--- config.mk ---
export PLATFORM = sky130hd
export DESIGN_NAME = mcu_control_unit
export DESIGN_NICKNAME = d
export VERILOG_FILES = /design/src/rtl/mcu_control_unit.sv
export SDC_FILE = /design/constraint.sdc
export NUM_CORES = 1
export LEC_CHECK = 0
export CORE_MARGIN = 5
export CORE_UTILIZATION = 40
export DETAILED_ROUTE_END_ITERATION = 16
export HOLD_SLACK_MARGIN = 0.12
export PLACE_DENSITY = 0.65
export SLEW_MARGIN = 20
export SYNTH_ARGS = -nofsm -noshare
export SYNTH_HDL_FRONTEND = slang
export SYNTH_SLANG_ARGS = --single-unit
--- constraint.sdc ---
create_clock -name clk -period 2.4 [get_ports clk]
set_input_delay 0.6 -clock clk [delete_from_list [all_inputs] [get_ports clk]]
set_output_delay 0.6 -clock clk [all_outputs]
set_load 0.02 [all_outputs]
--- src/rtl/mcu_control_unit.sv ---
`default_nettype none
// ============================================================================
// Module   : mcu_control_unit
// Brief    : FETCH/DECODE/EXEC sequencer that drives the ALU port set and owns
//            the accumulator and status register. Optional macro:
//            CU_ILLEGAL_TRAP_EN (illegal opcodes trap to HALT, sticky flag).
// Revision : 1.0
// ============================================================================
module mcu_control_unit #(
    parameter int PC_W = 8
) (
    input  logic            clk,
    input  logic            rst_n,
    input  logic            start,
    output logic [PC_W-1:0] prog_addr,
    input  logic [15:0]     prog_data,
    output logic [7:0]      Operand1,
    output logic [7:0]      Operand2,
    output logic [3:0]      Mode,
    output logic            E,
    input  logic [7:0]      Out,
    input  logic [3:0]      CFlags,
    input  logic            Flags,
    output logic [7:0]      acc,
    output logic [3:0]      sr,
    output logic            flag,
    output logic            busy,
    output logic            halted,
    output logic            illegal
);

    localparam logic [3:0] C_OP_NOP  = 4'h0;
    localparam logic [3:0] C_OP_LDA  = 4'h1;
    localparam logic [3:0] C_OP_LDB  = 4'h2;
    localparam logic [3:0] C_OP_ALU  = 4'h3;
    localparam logic [3:0] C_OP_ALUI = 4'h4;
    localparam logic [3:0] C_OP_JMP  = 4'h5;
    localparam logic [3:0] C_OP_JC   = 4'h6;
    localparam logic [3:0] C_OP_HALT = 4'hF;

    typedef enum logic [2:0] {
        S_IDLE   = 3'd0,
        S_FETCH  = 3'd1,
        S_DECODE = 3'd2,
        S_EXEC   = 3'd3,
        S_HALT   = 3'd4
    } state_t;

    state_t          r_state;
    logic [PC_W-1:0] r_pc;
    logic [7:0]      r_b;
    // Instruction register keeps only the fields EXEC consumes.
    logic [3:0]      r_op;
    logic [1:0]      r_sel;
    logic [7:0]      r_imm;

    logic [3:0]      w_dec_op;
    logic            w_dec_alu;
    logic            w_jump;
    logic            w_trap;
    logic [PC_W-1:0] w_target;
    logic [PC_W-1:0] w_next_pc;

    assign w_dec_op  = prog_data[15:12];
    assign w_dec_alu = (w_dec_op == C_OP_ALU) || (w_dec_op == C_OP_ALUI);
    assign w_target  = PC_W'(r_imm);
    assign w_jump    = (r_op == C_OP_JMP) || ((r_op == C_OP_JC) && sr[r_sel]);
    // A taken jump replaces the increment already applied during FETCH.
    assign w_next_pc = w_jump ? w_target : r_pc;

`ifdef CU_ILLEGAL_TRAP_EN
    always_comb begin
        w_trap = 1'b1;
        case (r_op)
            C_OP_NOP, C_OP_LDA, C_OP_LDB, C_OP_ALU, C_OP_ALUI,
            C_OP_JMP, C_OP_JC, C_OP_HALT: w_trap = 1'b0;
            default:                      w_trap = 1'b1;
        endcase
    end

    always_ff @(posedge clk) begin
        if (!rst_n) begin
            illegal <= 1'b0;
        end else if ((r_state == S_EXEC) && w_trap) begin
            illegal <= 1'b1;
        end
    end
`else
    assign w_trap  = 1'b0;
    assign illegal = 1'b0;
`endif

    always_ff @(posedge clk) begin
        if (!rst_n) begin
            r_state   <= S_IDLE;
            r_pc      <= '0;
            r_b       <= 8'h00;
            r_op      <= 4'h0;
            r_sel     <= 2'b00;
            r_imm     <= 8'h00;
            prog_addr <= '0;
            Operand1  <= 8'h00;
            Operand2  <= 8'h00;
            Mode      <= 4'h0;
            E         <= 1'b0;
            acc       <= 8'h00;
            sr        <= 4'h0;
            flag      <= 1'b0;
            busy      <= 1'b0;
            halted    <= 1'b0;
        end else begin
            case (r_state)
                S_IDLE: begin
                    if (start) begin
                        prog_addr <= r_pc;
                        busy      <= 1'b1;
                        r_state   <= S_FETCH;
                    end
                end
                S_FETCH: begin
                    r_pc    <= r_pc + PC_W'(1);
                    r_state <= S_DECODE;
                end
                S_DECODE: begin
                    r_op  <= w_dec_op;
                    r_sel <= prog_data[9:8];
                    r_imm <= prog_data[7:0];
                    E     <= w_dec_alu;
                    if (w_dec_alu) begin
                        Operand1 <= acc;
                        Operand2 <= (w_dec_op == C_OP_ALUI) ? prog_data[7:0] : r_b;
                        Mode     <= prog_data[11:8];
                    end
                    r_state <= S_EXEC;
                end
                S_EXEC: begin
                    E        <= 1'b0;
                    Operand1 <= 8'h00;
                    Operand2 <= 8'h00;
                    Mode     <= 4'h0;
                    case (r_op)
                        C_OP_LDA: acc <= r_imm;
                        C_OP_LDB: r_b <= r_imm;
                        C_OP_ALU, C_OP_ALUI: begin
                            acc  <= Out;
                            sr   <= CFlags;
                            flag <= Flags;
                        end
                        default: ;
                    endcase
                    if ((r_op == C_OP_HALT) || w_trap) begin
                        busy    <= 1'b0;
                        halted  <= 1'b1;
                        r_state <= S_HALT;
                    end else begin
                        r_pc      <= w_next_pc;
                        prog_addr <= w_next_pc;
                        r_state   <= S_FETCH;
                    end
                end
                S_HALT: begin
                    if (start) begin
                        r_pc      <= '0;
                        prog_addr <= '0;
                        busy      <= 1'b1;
                        halted    <= 1'b0;
                        r_state   <= S_FETCH;
                    end
                end
                default: r_state <= S_IDLE;
            endcase
        end
    end

endmodule
`default_nettype wire

==> reports/results.ini <==
[power]
peakVddDrop_v = 0.0002982
power.density_mw_per_mm2 = 714.5
power_w = 0.003411
p_leak_nw = 1.674

[die]
fp.dieW_um = 105.5
io_pins = 77
die_area_mm2 = 0.01112
row_count = 34
core_area_mm2 = 0.008806
initial_core_util_pct = 41.39
die_h_um = 105.5

[place]
portBuffers = 75
place_congestion = 0.8132
dpl.hpwl_um = 6956
dp_slack_ns = -0.02263

[grt]
track_usage_pct = 16.86
gr-total-overflow = 0
grt_pass1_wl_um = 15480
grt_start_max_net_pins = 43
globalRoute.busiestLayer = met2
antenna_found_initial = 0
grt.met3_usage_pct = 2.934
grt_pass1_vias = 3144
use_met1_pct = 22.13
use_met2_pct = 27.87

[cts]
cts_tree = built
ctsRootBufferMaster = clkbuf_8
clock-sinks = 77
clk_pin_slew_worst_paths_ns = 0.08
h-tree-depth = 3
postCtsResizedCells = 0
holdBufCountCts = 0
postCtsSetupRepairBufs = 0
insertion_delay_ns = 0.35
clock_path_buffers = 2
cts_buffers = 9

[timing]
rsz0062_at_grt = no
hold_slack_ns = 0.4646
finalSetupViolations = 0
worst_pin_slew_ns = 0.7634
setup_ws_ns = 0.3473
setup_tns_ns = 0
fmax_mhz = 487.2
slew_headroom_pct = 48.76
fin_crit_sh_pct = 85.53
min_period_ns = 2.053
finClkSkew_ns = 0.009208
hold_viol_final = 0
drv_slew = 0

[logic_synthesis]
seq_area_frac_synth_pct = 42.29
ys_seq_elements = 77
synth_top_area_share_pct = 42.29
syn_inst = 433
synthArstFlopShare_pct = 0
yosysTopAreaCell = dfxtp_1
yosysUniqueCellTypes = 50
netlist_area_mm2 = 0.003645
synth-edff-count = 0
synthesis.nets = 466
synth_warnings = 0
ys.flop_type = dfxtp_1
yosys-top-cells-area = dfxtp_1, mux2i_1, nand2_1
syn_avg_cell_area_um2 = 8.417

[critical_path]
critPathKind = in2reg
critPathMaxStageDelay_ns = 0.49
crit_required_ns = 2.64
crit_slowest_cell = or3b_2
crit_chain = clkdlybuf4s50_1 -> or3b_2 -> a211o_1 -> buf_12 -> a31oi_1 -> nor2_1
arrival_ns = 2.29
cp_num_buf_inv = 2
start_kind = primary input
end_kind = flip-flop
cp_top_family = buffers and inverters
crit_fanout = 22

[route]
wl_per_cell_um = 15.23
via_per_inst = 5.341
drt.antenna.violating_nets = 0
vias = 3317
initialDrtViolationCount = 134
drt-pass1-iter-count = 4
wl_um = 9455
drc = 0

[final_layout]
post_route_cells_drive_above_1_share_pct = 10.72
antenna_cells = 0
syn_to_final_growth_pct = 30.96
layout.nets = 541

[flow_run]
max-cap-violations = 0

[min_path]
hp-class = reg2reg

[outcome]
status = finished clean

## worst paths after layout
check,start,to,slack [ns],cells after the start
worst max-delay path,prog_data[14],Operand2[2]$_SDFFE_PN0P_,0.35,6
worst min-delay path,Operand1[4]$_SDFFE_PN0P_,Operand1[4]$_SDFFE_PN0P_,0.46,2
worst max register to register,r_state[1]$_SDFFE_PN0P_,r_pc[2]$_SDFFE_PN0P_,0.36,5
worst min register to register,Operand1[4]$_SDFFE_PN0P_,Operand1[4]$_SDFFE_PN0P_,0.46,2
## report_power, final
group	total, W	leakage (nW)	switching (W)	internal, W
logic	0.000862	0.944	0.000472	0.000389
registers	0.00152	0.624	0.000139	0.00139
clock network	0.00102	0.107	0.000526	0.000499
## routing by layer
metal,vias up,routed length (um)
met5,-,0
met3,9,416
met4,0,118
met1,1555,4418
met2,76,4502
li1,1677,-
## layout make-up
cell class                      instances  area, um^2
Fill cell                             847        4033
Multi-Input combinational cell        321        1938
Sequential cell                        77        1541
Timing Repair Buffer                   95       938.4
Tap cell                              108       135.1
Clock buffer                            9       123.9
Clock inverter                          7       81.33
Inverter                                4       15.01
## per-stage QoR
step / instance area (um^2) / util [%] / std cells
finish: 4773 / 54.21 / 621
global route: 4773 / 54.21 / 621
CTS: 4773 / 54.21 / 621
detailed placement: 4568 / 51.88 / 605
global placement: 4568 / 51.88 / 605
floorplan: 3645 / - / 433
## logic make-up (layout without fill, tap and decap cells)
group / count (synthesis) / in the layout / share of synthesized area, %
AOI/OAI and AO/OA: 116 / 116 / 19.98
xor gates and xnor gates: 1 / 1 / 0.2403
adders and majority gates: 1 / 1 / 0.3432
buffers and inverters: 35 / 115 / 4.703
DFF: 77 / 77 / 42.29
muxes: 40 / 40 / 11.16
other: 1 / 1 / 0.1029
and+or+nand+nor: 162 / 162 / 21.18
## Yosys cell counts (2+ instances only)
cell type / n
nor3_1: 4
nand2_1: 60
a21oi_1: 42
a21o_1: 5
inv_1: 4
mux2i_1: 35
nand3_1: 15
nand3b_1: 2
nor3b_1: 3
o211ai_1: 4
a211oi_1: 10
nand2b_1: 6
and3_1: 3
buf_4: 2
a211oi_4: 2
buf_2: 11
or3b_2: 3
o21ai_1: 3
clkbuf_1: 14
buf_1: 2
a31oi_1: 10
o311a_1: 2
dfxtp_1: 77
o21ai_0: 26
o22ai_1: 4
nor2b_1: 9
a211oi_2: 2
mux2_2: 5
a211o_1: 2
nor2_1: 46
## worst min-delay path, stage by stage (launching register included)
cell	delay [ns]
dfxtp_1	0.32
nand2_1	0.05
a21oi_1	0.05
## flip-flops by register name, summed over array words and instances, names as in the netlist, 2 cells and up
register   flops
Mode           4
Operand1       8
Operand2       8
acc            8
prog_addr      8
r_b            8
r_imm          8
r_op           4
r_pc           8
r_sel          2
r_state        3
sr             4
## cells in the final DEF, fill, tap and decap left out, types with 2 or more instances in the layout
cell type	instances
a211oi_2	2
a21o_1	5
mux2_2	5
buf_12	3
o22ai_1	4
nand2b_1	6
clkbuf_8	9
nand3_1	15
a211oi_1	10
nor2_1	46
nand3b_1	2
nor3b_1	3
o21ai_1	3
nand2_1	60
inv_1	3
or3b_2	3
a31oi_1	10
a21oi_1	42
buf_4	17
a211oi_4	2
o21ai_0	26
nor3_1	4
inv_6	3
o311a_1	2
mux2i_1	35
and3_1	3
o211ai_1	4
dfxtp_1	77
a211o_1	2
clkdlybuf4s50_1	75
nor2b_1	9
(Power assumes the default switching activity.)
